==> config.mk <==
export PLATFORM = sky130hd
export DESIGN_NAME = clk_period_meter
export DESIGN_NICKNAME = d
export VERILOG_FILES = /design/src/rtl/clk_period_meter.sv
export SDC_FILE = /design/constraint.sdc
export NUM_CORES = 1
export LEC_CHECK = 0
export ABC_AREA = 1
export CAP_MARGIN = 20
export CORE_MARGIN = 8
export CORE_UTILIZATION = 45
export DETAILED_ROUTE_END_ITERATION = 10
export PLACE_DENSITY = 0.67
export SLEW_MARGIN = 15
export SYNTH_ARGS = -nofsm -noshare
export SYNTH_HDL_FRONTEND = slang
export SYNTH_SLANG_ARGS = --single-unit
==> constraint.sdc <==
create_clock -name clk -period 1.3 [get_ports clk]
set_input_delay 0.26 -clock clk [delete_from_list [all_inputs] [get_ports clk]]
set_output_delay 0.26 -clock clk [all_outputs]
set_load 0.02 [all_outputs]
==> src/rtl/clk_period_meter.sv <==
// Measures the period and high time of a slow clock (sig_in) in clk cycles,
// with a per-measurement strobe, an exact-match lock flag and a loss-of-clock timeout.
//
//  state | meaning
//  ------+-------------------------------------------------------------
//  IDLE  | waiting for a first rising edge to arm (after reset/timeout)
//  MEAS  | counting the current period; each rise closes a measurement
module clk_period_meter #(
    parameter int NBIT = 8
) (
    input  logic            clk,
    input  logic            rst,
    input  logic            sig_in,
    output logic [NBIT-1:0] period,
    output logic [NBIT-1:0] high_time,
    output logic            meas_valid,
    output logic            locked,
    output logic            timeout
);

    localparam logic [NBIT-1:0] MAXCNT = '1;
    localparam logic [NBIT-1:0] ONE    = {{(NBIT-1){1'b0}}, 1'b1};

    typedef enum logic {
        IDLE = 1'b0,
        MEAS = 1'b1
    } state_t;

    state_t          state;
    logic            s1;
    logic            s2;
    logic            s2_d;
    logic            rise;
    logic [NBIT-1:0] cnt;
    logic [NBIT-1:0] hcnt;
    logic [NBIT-1:0] prev_cnt;
    logic [NBIT-1:0] prev_hcnt;

    assign rise = s2 & ~s2_d;

    always_ff @(posedge clk) begin
        if (rst) begin
            s1         <= 1'b0;
            s2         <= 1'b0;
            s2_d       <= 1'b0;
            state      <= IDLE;
            cnt        <= '0;
            hcnt       <= '0;
            prev_cnt   <= '0;
            prev_hcnt  <= '0;
            period     <= '0;
            high_time  <= '0;
            meas_valid <= 1'b0;
            locked     <= 1'b0;
            timeout    <= 1'b0;
        end else begin
            s1         <= sig_in;
            s2         <= s1;
            s2_d       <= s2;
            meas_valid <= 1'b0;

            case (state)
                IDLE: begin
                    // First edge only arms the counters; nothing is reported.
                    if (rise) begin
                        cnt     <= ONE;
                        hcnt    <= ONE;
                        timeout <= 1'b0;
                        state   <= MEAS;
                    end
                end

                MEAS: begin
                    // A rise on the terminal count still closes a valid period.
                    if (rise) begin
                        period     <= cnt;
                        high_time  <= hcnt;
                        meas_valid <= 1'b1;
                        locked     <= (cnt == prev_cnt) && (hcnt == prev_hcnt);
                        prev_cnt   <= cnt;
                        prev_hcnt  <= hcnt;
                        cnt        <= ONE;
                        hcnt       <= ONE;
                    end else if (cnt == MAXCNT) begin
                        timeout   <= 1'b1;
                        locked    <= 1'b0;
                        prev_cnt  <= '0;
                        prev_hcnt <= '0;
                        state     <= IDLE;
                    end else begin
                        cnt <= cnt + ONE;
                        if (s2 && (hcnt != MAXCNT)) begin
                            hcnt <= hcnt + ONE;
                        end
                    end
                end

                default: state <= IDLE;
            endcase
        end
    end

endmodule

==> results of run 1 <==
-- layout make-up --
| class | count | area (um^2) |
|---|---|---|
| clock buffers | 6 | 82.6 |
| clock inverters | 2 | 16.3 |
| fillers | 490 | 2000 |
| inverters | 41 | 160 |
| multi-input cells | 244 | 1380 |
| flip-flops and latches | 55 | 1110 |
| well taps | 72 | 90.1 |
| repair buffers | 70 | 602 |
-- synth_stat cells, drive strengths merged --
| cell type | count |
|---|---|
| nor2 | 25 |
| xnor2 | 3 |
| dfxtp | 55 |
| inv | 41 |
| nand3 | 20 |
| ha | 2 |
| a22oi | 1 |
| xor2 | 1 |
| o21ai | 20 |
| clkbuf | 7 |
| o211ai | 1 |
| nor3 | 1 |
| and2 | 1 |
| or2 | 2 |
| nand4 | 1 |
| buf | 4 |
| nand3b | 1 |
| nand2 | 124 |
| a21oi | 41 |
-- per-layer routing --
layer | GRT usage (%) | routed length, um | vias up | part of all wire [%]
met3 | 4.41 | 250 | 13 | 4.0
li1 | - | - | 1236 | -
met5 | 0 | 0 | - | 0
met4 | 5.69 | 162 | 0 | 2.6
met1 | 18.3 | 2760 | 1090 | 44
met2 | 26.7 | 3140 | 43 | 50
-- critical path, stage by stage (launching register included) --
cell	delay, ns
dfxtp_4	0.36
ha_4	0.17
nand2_4	0.07
inv_4	0.04
nand3_4	0.11
inv_2	0.07
o21ai_4	0.16
buf_12	0.16
nand2_1	0.07
a21oi_1	0.12
-- worst max path at each step --
stage                   endpoint  slack (ns)  cells past startpoint
finish               prev_cnt[6]       -0.10                      9
floorplan            prev_cnt[4]       -0.04                      9
global route        prev_hcnt[5]       -0.17                      9
CTS                 prev_hcnt[0]       -0.09                      9
detailed placement        cnt[3]       -0.20                      7
global placement          cnt[6]       -0.19                      7
-- repair_timing --
action | CTS | global route
pin swaps | 6 | 11
gates resized for setup | 43 | 43
hold buffers | 0 | 0
buffers inserted | 4 | 3
setup endpoints to repair | 67 | 48
-- registers in the layout (all words and copies together), names as in the netlist --
register and count:
cnt 8, period 8, s2_d 1, prev_cnt 8, prev_hcnt 8, meas_valid 1
s2 1, high_time 8, hcnt 8, locked 1, s1 1, state 1
timeout 1
-- cell families (layout without fill, tap and decap cells) --
logic type	Yosys count	in the layout	synth area share [%]
AO/OA/AOI/OAI	63	63	13.6
XOR/XNOR	4	4	1.41
adder cells (fa/ha/maj)	2	2	1.01
buffers and inverters	52	119	8.75
flip-flops	55	55	44.2
AND/OR/NAND/NOR	175	175	31.0
-- stage by stage --
stage / worst slack, ns / power, mW / setup TNS (ns) / hold WS [ns]
3_3_place_gp: -0.192 / 1.97 / -2.72 / 0.390
2_1_floorplan: -0.0374 / 1.89 / -0.395 / 0.367
6_report: -0.105 / 3.04 / -1.87 / 0.414
4_1_cts: -0.0923 / 3.02 / -1.47 / 0.413
5_1_grt: -0.174 / 3.15 / -4.34 / 0.456
3_5_place_dp: -0.197 / 1.98 / -3.49 / 0.398
-- report_power, final --
| group | leakage, nW | switching, mW | total, mW | internal [mW] |
|---|---|---|---|---|
| registers | 0.447 | 0.0127 | 1.71 | 1.70 |
| logic | 0.937 | 0.173 | 0.300 | 0.126 |
| clock network | 0.0474 | 0.592 | 1.03 | 0.436 |
==> reports/results.ini, run 1 <==
[logic_synthesis]
synthesis.area_um2=2490
synth_area_leaders=dfxtp_1 (44%), nand2_1 (18%), a21oi_1 (7.8%), inv_1 (5.7%), o21ai_0 (3.6%)
synth_top_cell_by_area=dfxtp_1
synth_top_area_share_pct=44.2
synth_fp_nets=356
netlist_instances=351
synth.distinct_cells=30
syn_area_per_cell_um2=7.09
ys_seq_area_share_pct=44.2
ys_ff_latch=55
yosys_warnings=0

[timing]
finalMaxSlewViolations=0
period_minus_slack_ns=1.40
setup_viol=27
setup_slack_ns=-0.105
fin_crit_sh_pct=108
worst_pin_slew_ns=0.578
max_clock_freq_mhz=712
finClkSkew_ns=0.00829
rsz0062_at_grt=true
hold_viol=0
relSlewSlack_pct=61.5

[worst_hold_path]
holdCritStartpoint=s1
hp-class=reg -> reg
whs_path_depth=2
whs_endpoint=s2

[routing]
vias=2382
dr.pass1.iters=4
wirelength_mm=6.31
first_iter_violations=121
via_per_inst=4.86
wl_per_cell_um=12.9
drcViolationCount=0
postRouteAntennaNets=0

[cells_and_area]
instances_no_fill=490
synthToLayoutAreaGrowth_pct=38.3
final_common_cell=nand2_1
final_nets=422
fin_area_um2=3440
n_antenna_cell=0
drive_above_1_share_pct=28.7
fin_util_pct=63.3
final_cell_mix=nand2_1 (108), dfxtp_1 (50), buf_4 (42), inv_1 (35), a21oi_1 (33)

[die]
io_pins=22
die_area_um2=8170
fp.dieW_um=90.4
fp-row-count=27
core_area_um2=5440
initial_core_util_pct=45.8
fp.dieH_um=90.4

[critical_path]
crit_fanout=17
worstReg2RegEnd=prev_cnt[6]
r2r_cells=9
required_ns=1.55
cp_data_arrival_time_ns=1.65
reg2reg_slack_ns=-0.10
crit_start=cnt[1]
r2r-start=cnt[1]
crit_path_end_kind=flop
cp-start-kind=flop
crit_type=reg -> reg

[power]
p_per_area_nw_per_um2=884
ir_drop_mv=0.736
p_leak_nw=1.43

[global_route]
grt_max_degree=21
gr-usage-all-layers_pct=15.7
grt_pass1_vias=2317
antenna_found_initial=0
grt_pass1_wl_mm=10.7
grt_overflow_total=0

[outcome]
violations=setup timing
outcome=finished with violations

[clock_tree]
htreeDepth=2
cts_buffers=5
cts_tree=built
clk_pin_slew_ns=0.10
clk_path_buf_depth=2
clk_latency_ns=0.32
cts_sinks=55
cts-root-buf=clkbuf_8

[placed_design]
placed_cells=475
dpl.hpwl_mm=4.54
place_area_um2=3080
portBuffers=21
place.gp.congestion=0.879

[job]
maxCapViolations=0

(Power assumes the default switching activity.)
==> run 2: changes to the inputs <==
--- a/config.mk
+++ b/config.mk
@@ -11,7 +11,6 @@
 export CORE_UTILIZATION = 45
 export DETAILED_ROUTE_END_ITERATION = 10
 export PLACE_DENSITY = 0.67
-export SLEW_MARGIN = 15
 export SYNTH_ARGS = -nofsm -noshare
 export SYNTH_HDL_FRONTEND = slang
 export SYNTH_SLANG_ARGS = --single-unit
==> results of run 2 <==
No change in the layout: final DEF, timing and power equal those of run 1.
==> RTL change 1: new RTL, flow settings as in run 1 <==
Change the parameter `NBIT` from 8 to 16.
--- a/src/rtl/clk_period_meter.sv
+++ b/src/rtl/clk_period_meter.sv
@@ -8,3 +8,3 @@
 module clk_period_meter #(
-    parameter int NBIT = 8
+    parameter int NBIT = 16
 ) (
Interface: changed (resized high_time and period); port bits go from 22 to 38. No check against the original RTL was run, so the function may have changed too.
==> RTL change 1 against run 1 <==
Largest cell class unchanged; highest routed layer unchanged; non-clock buffer count rose by 88; synthesized area is 95% higher; the flow still finishes with violations (negative setup slack); power up 95%; worst setup slack got worse by 190 ps; worst hold slack lost 110 ps; die area is 76% higher; wire length rose by 120%; sequential cell count increased by 48; first-iteration DRC count is 79% higher; sequential power rose by 88%; design area grew 93%; critical path depth is the same; critical endpoint is now prev_cnt[0]$_SDFFE_PP0P_.
==> RTL change 1: results <==
[cells_and_area]
layout-drive-gt1-share_pct = 32.9
antenna_cells = 0
final_net_count = 823

[sta]
skew_ps = 19.2
tightestPinTransition_ps = 301
worst_slack_ps = -295
finalSetupViolCount = 67
slew_violations = 0

[power_and_ir_drop]
leakage_nw = 2.69
ir_worst_vdd_v = 0.000675

[logic_synthesis]
ys_async_sr_fraction_pct = 0
synthFlopType = "dfxtp_1"
synthesis.nets = 689
synth.area.top_cells = "dfxtp_1 42%, nand2_1 14%, nand3_1 8.4%, a21oi_1 7.7%, nor2_1 5.6%"
synth_top_area_share_pct = 42.5
synth_common_cells = "176 x nand2_1, 103 x dfxtp_1, 82 x nand3_1"
ys_warn_count = 0
ys_types = 34
synth.yosys.seq_area_share_pct = 42.5

[placed_design]
dpl.hpwl_um = 9630
gp_congestion = 0.889
postPlaceCellArea_um2 = 6130
numPortBuffers = 37

[status]
status = "finished with violations"
violations = "negative setup slack"

[drt]
post_drt_wl_per_cell_um = 14.4
drt_iter0_drc = 216
drt_first_pass_iters = 5
vias = 4968

[setup_path]
critPathTopFamily = "simple AND/OR/NAND/NOR gates"
slowest_delay_ps = 370
critical_path_arrival_ps = 1860
worst_path_max_delay_cell = "dfxtp_4"
crit_fanout = 16

[global_routing]
grt_max_degree = 67
grt_pass1_vias = 4783
grt_first_pass_wirelength_um = 21800
grt_use_total_pct = 18.6
antenna_found_initial = 0

[clocking]
clk_pin_slew_ps = 100
cts_root_buf = "clkbuf_8"
insertion_delay_ps = 400
clockBufferDepth = 2
cts_buffers = 9
htree_levels = 3

[run]
drv_cap = 0

[min_path]
min_path_type = "input pin to register"
==> RTL change 1: worst paths after layout <==
check	slack (ps)	startpoint	end	cells past startpoint
setup / recovery	-300	cnt[0]$_SDFFE_PP0P_	prev_cnt[0]$_SDFFE_PP0P_	9
hold / removal	310	rst	cnt[8]$_SDFFE_PP0P_	5
setup reg to reg	-300	cnt[0]$_SDFFE_PP0P_	prev_cnt[0]$_SDFFE_PP0P_	9
hold reg to reg	400	s1$_SDFF_PP0_	s2$_SDFF_PP0_	2
==> RTL change 1: what timing repair did <==
| item | in CTS | in global routing |
|---|---|---|
| pin swaps | 10 | 10 |
| hold endpoints to repair | 0 | 0 |
| gates cloned | 0 | 1 |
| gates resized for setup | 133 | 76 |
| setup endpoints to repair | 102 | 111 |
| setup buffers | 6 | 7 |
==> RTL change 1: final cells by class <==
class / instances / area [um^2]
inverters: 47 / 189
well taps: 140 / 175
fillers: 976 / 4070
clock buffers: 11 / 163
clock inverters: 5 / 38.8
flip-flops and latches: 103 / 2080
repair buffers: 158 / 1300
multi-input cells: 499 / 2680
==> RTL change 1: report_power, final <==
part	internal, mW	switching, mW	total [mW]
Combinational	0.288	0.361	0.649
Clock	0.879	1.17	2.05
Sequential	3.19	0.0340	3.22
Total	4.36	1.56	5.92
==> RTL change 1: logic make-up (layout without fill, tap and decap cells) <==
logic type      after synthesis  after routing  share of synthesized area (%)
simple gates                373            373                           34.0
flops                       103            103                           42.5
compound gates              101            101                           11.5
buf+inv                      82            221                           7.47
xor+xnor                     23             23                           4.15
fa+ha+maj                     2              2                          0.515
==> RTL change 1: metrics by stage <==
step                instances  power (mW)  setup TNS, ps
CTS                       955        5.91         -14600
finish                    963        5.92         -16050
floorplan                 684        3.60         -11160
global route              963        6.16         -21830
global placement          933        3.83         -12420
detailed placement        933        3.84         -15860
==> RTL change 1: worst reg2reg max path, delay by kind of cell, from the launching register on <==
kind | cells | cell delay [ps]
buffers and inverters | 1 | 190
AND/OR/NAND/NOR | 6 | 680
AO/OA/AOI/OAI | 1 | 80
adder cells (fa/ha/maj) | 1 | 150
flip-flops | 1 | 370
==> RTL change 1: layer usage <==
layer  share of wire, %  track usage [%]  routed length, um
met1                 41             20.0               5670
met2                 53             34.3               7400
met3                3.9             4.27                540
met4                2.2             7.88                299
met5                  0                0                  0
==> RTL change 2: new RTL, config.mk and constraints of run 1 <==
Made on the original files. Reset style: asynchronous (`rst`), changed in one clocked block.
--- a/src/rtl/clk_period_meter.sv
+++ b/src/rtl/clk_period_meter.sv
@@ -40,3 +40,3 @@
 
-    always_ff @(posedge clk) begin
+    always_ff @(posedge clk or posedge rst) begin
         if (rst) begin
Function: differs if rst is asserted again (counterexample within 10 cycles, from zero or initial values and one cycle with rst high); with rst held inactive, the same outputs for 10 cycles.
==> RTL change 2 against run 1 <==
First-iteration DRC count is 8.3% lower; wire length is 6.4% lower; synthesized area is 6.3% higher; final cell count is 5.5% lower; critical path type unchanged; sequential cell count stayed put; the flow still finishes with violations (negative setup slack); highest routed layer unchanged; worst hold slack worse by 54 ps; via count is 6.3% lower; sequential share of layout area is 6.9 points higher; worst setup slack worse by 48 ps; design area is 2.2% higher; die area is 5.2% higher; critical path depth is 2 lower; clock skew hardly changed.
Power is not compared: it rests on default switching activity, and its combinational part moved more than twofold at a synthesized area within 25%.
==> RTL change 2: results <==
[status]
status = "finished with violations"
violations = "negative setup slack"

[global_routing]
use_met3_pct = 2.59
grt_max_degree = 56
globalRouteMet1Util_pct = 17.6
met2_usage_pct = 22.9
grt_first_pass_wirelength_um = 9690

[setup_path]
slowest_delay_ps = 410
setup.worst_path.end = "prev_cnt[4]$_DFFE_PP0P_"
worstRegToRegCells = 7
cp-startpoint = "cnt[0]$_DFFE_PP0P_"
worst_path_max_delay_cell = "dfrtp_1"
crit_fanout = 6

[logic_synthesis]
synth.area.mux_share_pct = 0
synthesis.instances = 323
ys_async_sr_fraction_pct = 100
yosys.area_share.xor_xnor_pct = 3.31
synth.yosys.seq_area_share_pct = 52.0
synthAdderAreaFrac_pct = 0.946
synth.area.top_cells = "dfrtp_1 52%, nand2_1 18%, inv_1 4.4%, nor2_1 3.3%, o21ai_0 2.6%"
synth_compound_area_share_pct = 6.38
synthesis.nets = 328

[min_path]
hold_depth = 0
hp-start = "s1$_DFF_PP0_"
hold-path-endpoint = "s2$_DFF_PP0_"

[placed_design]
numPortBuffers = 21
postPlaceCellArea_um2 = 3190
dpl.hpwl_um = 4050
dp.cells = 449
gp_congestion = 0.841
dpl_worst_slack_ps = -133

[sta]
finalSetupViolCount = 34
slew_headroom_pct = 81.0
hold_ws_ps = 360
tns_ps = -3340
skew_ps = 7.88
worst_slack_ps = -153

[drt]
drt_wl_total_um = 5900
dr_wl_met3_um = 207
drt_iter0_drc = 111
dr_wl_met2_um = 2860
m1WireLength_um = 2730
vias = 2232

[cells_and_area]
final_net_count = 392
layout-drive-gt1-share_pct = 27.1
final_cell_area_um2 = 3520
nFillCells = 512
final_cells = 463

[clocking]
insertion_delay_ps = 300
==> RTL change 2: cell count changes after synthesis, sizes merged, moves of 2 or more <==
cell,run 1,this run
o21ai,20,24
dfxtp,55,0
or2,2,0
inv,41,33
nand2,124,143
buf,4,8
nor2,25,28
xor2,1,8
nand3,20,12
clkbuf,7,1
dfrtp,0,55
a21oi,41,3
==> RTL change 2: cell type report <==
cell class	count	share of cell area [%]
Clock buffer	6	2.35
Inverter	33	3.77
Multi-Input combinational cell	228	35.1
Timing Repair Buffer	64	15.9
Clock inverter	2	0.996
Sequential cell	55	39.2
Tap cell	75	2.67
==> RTL change 2: power breakdown <==
group	internal [mW]	switching [mW]	leakage, nW	total (mW)
registers	2.02	0.208	0.726	2.23
logic	0.746	0.971	1.14	1.72
clock network	0.624	0.542	0.0612	1.17
==> RTL change 2: timing repair <==
action | in CTS | in global routing
pin swaps | 2 | 12
cloned | 1 | 1
setup endpoints to repair | 51 | 58
buffers inserted | 3 | 1
gates resized for setup | 33 | 52
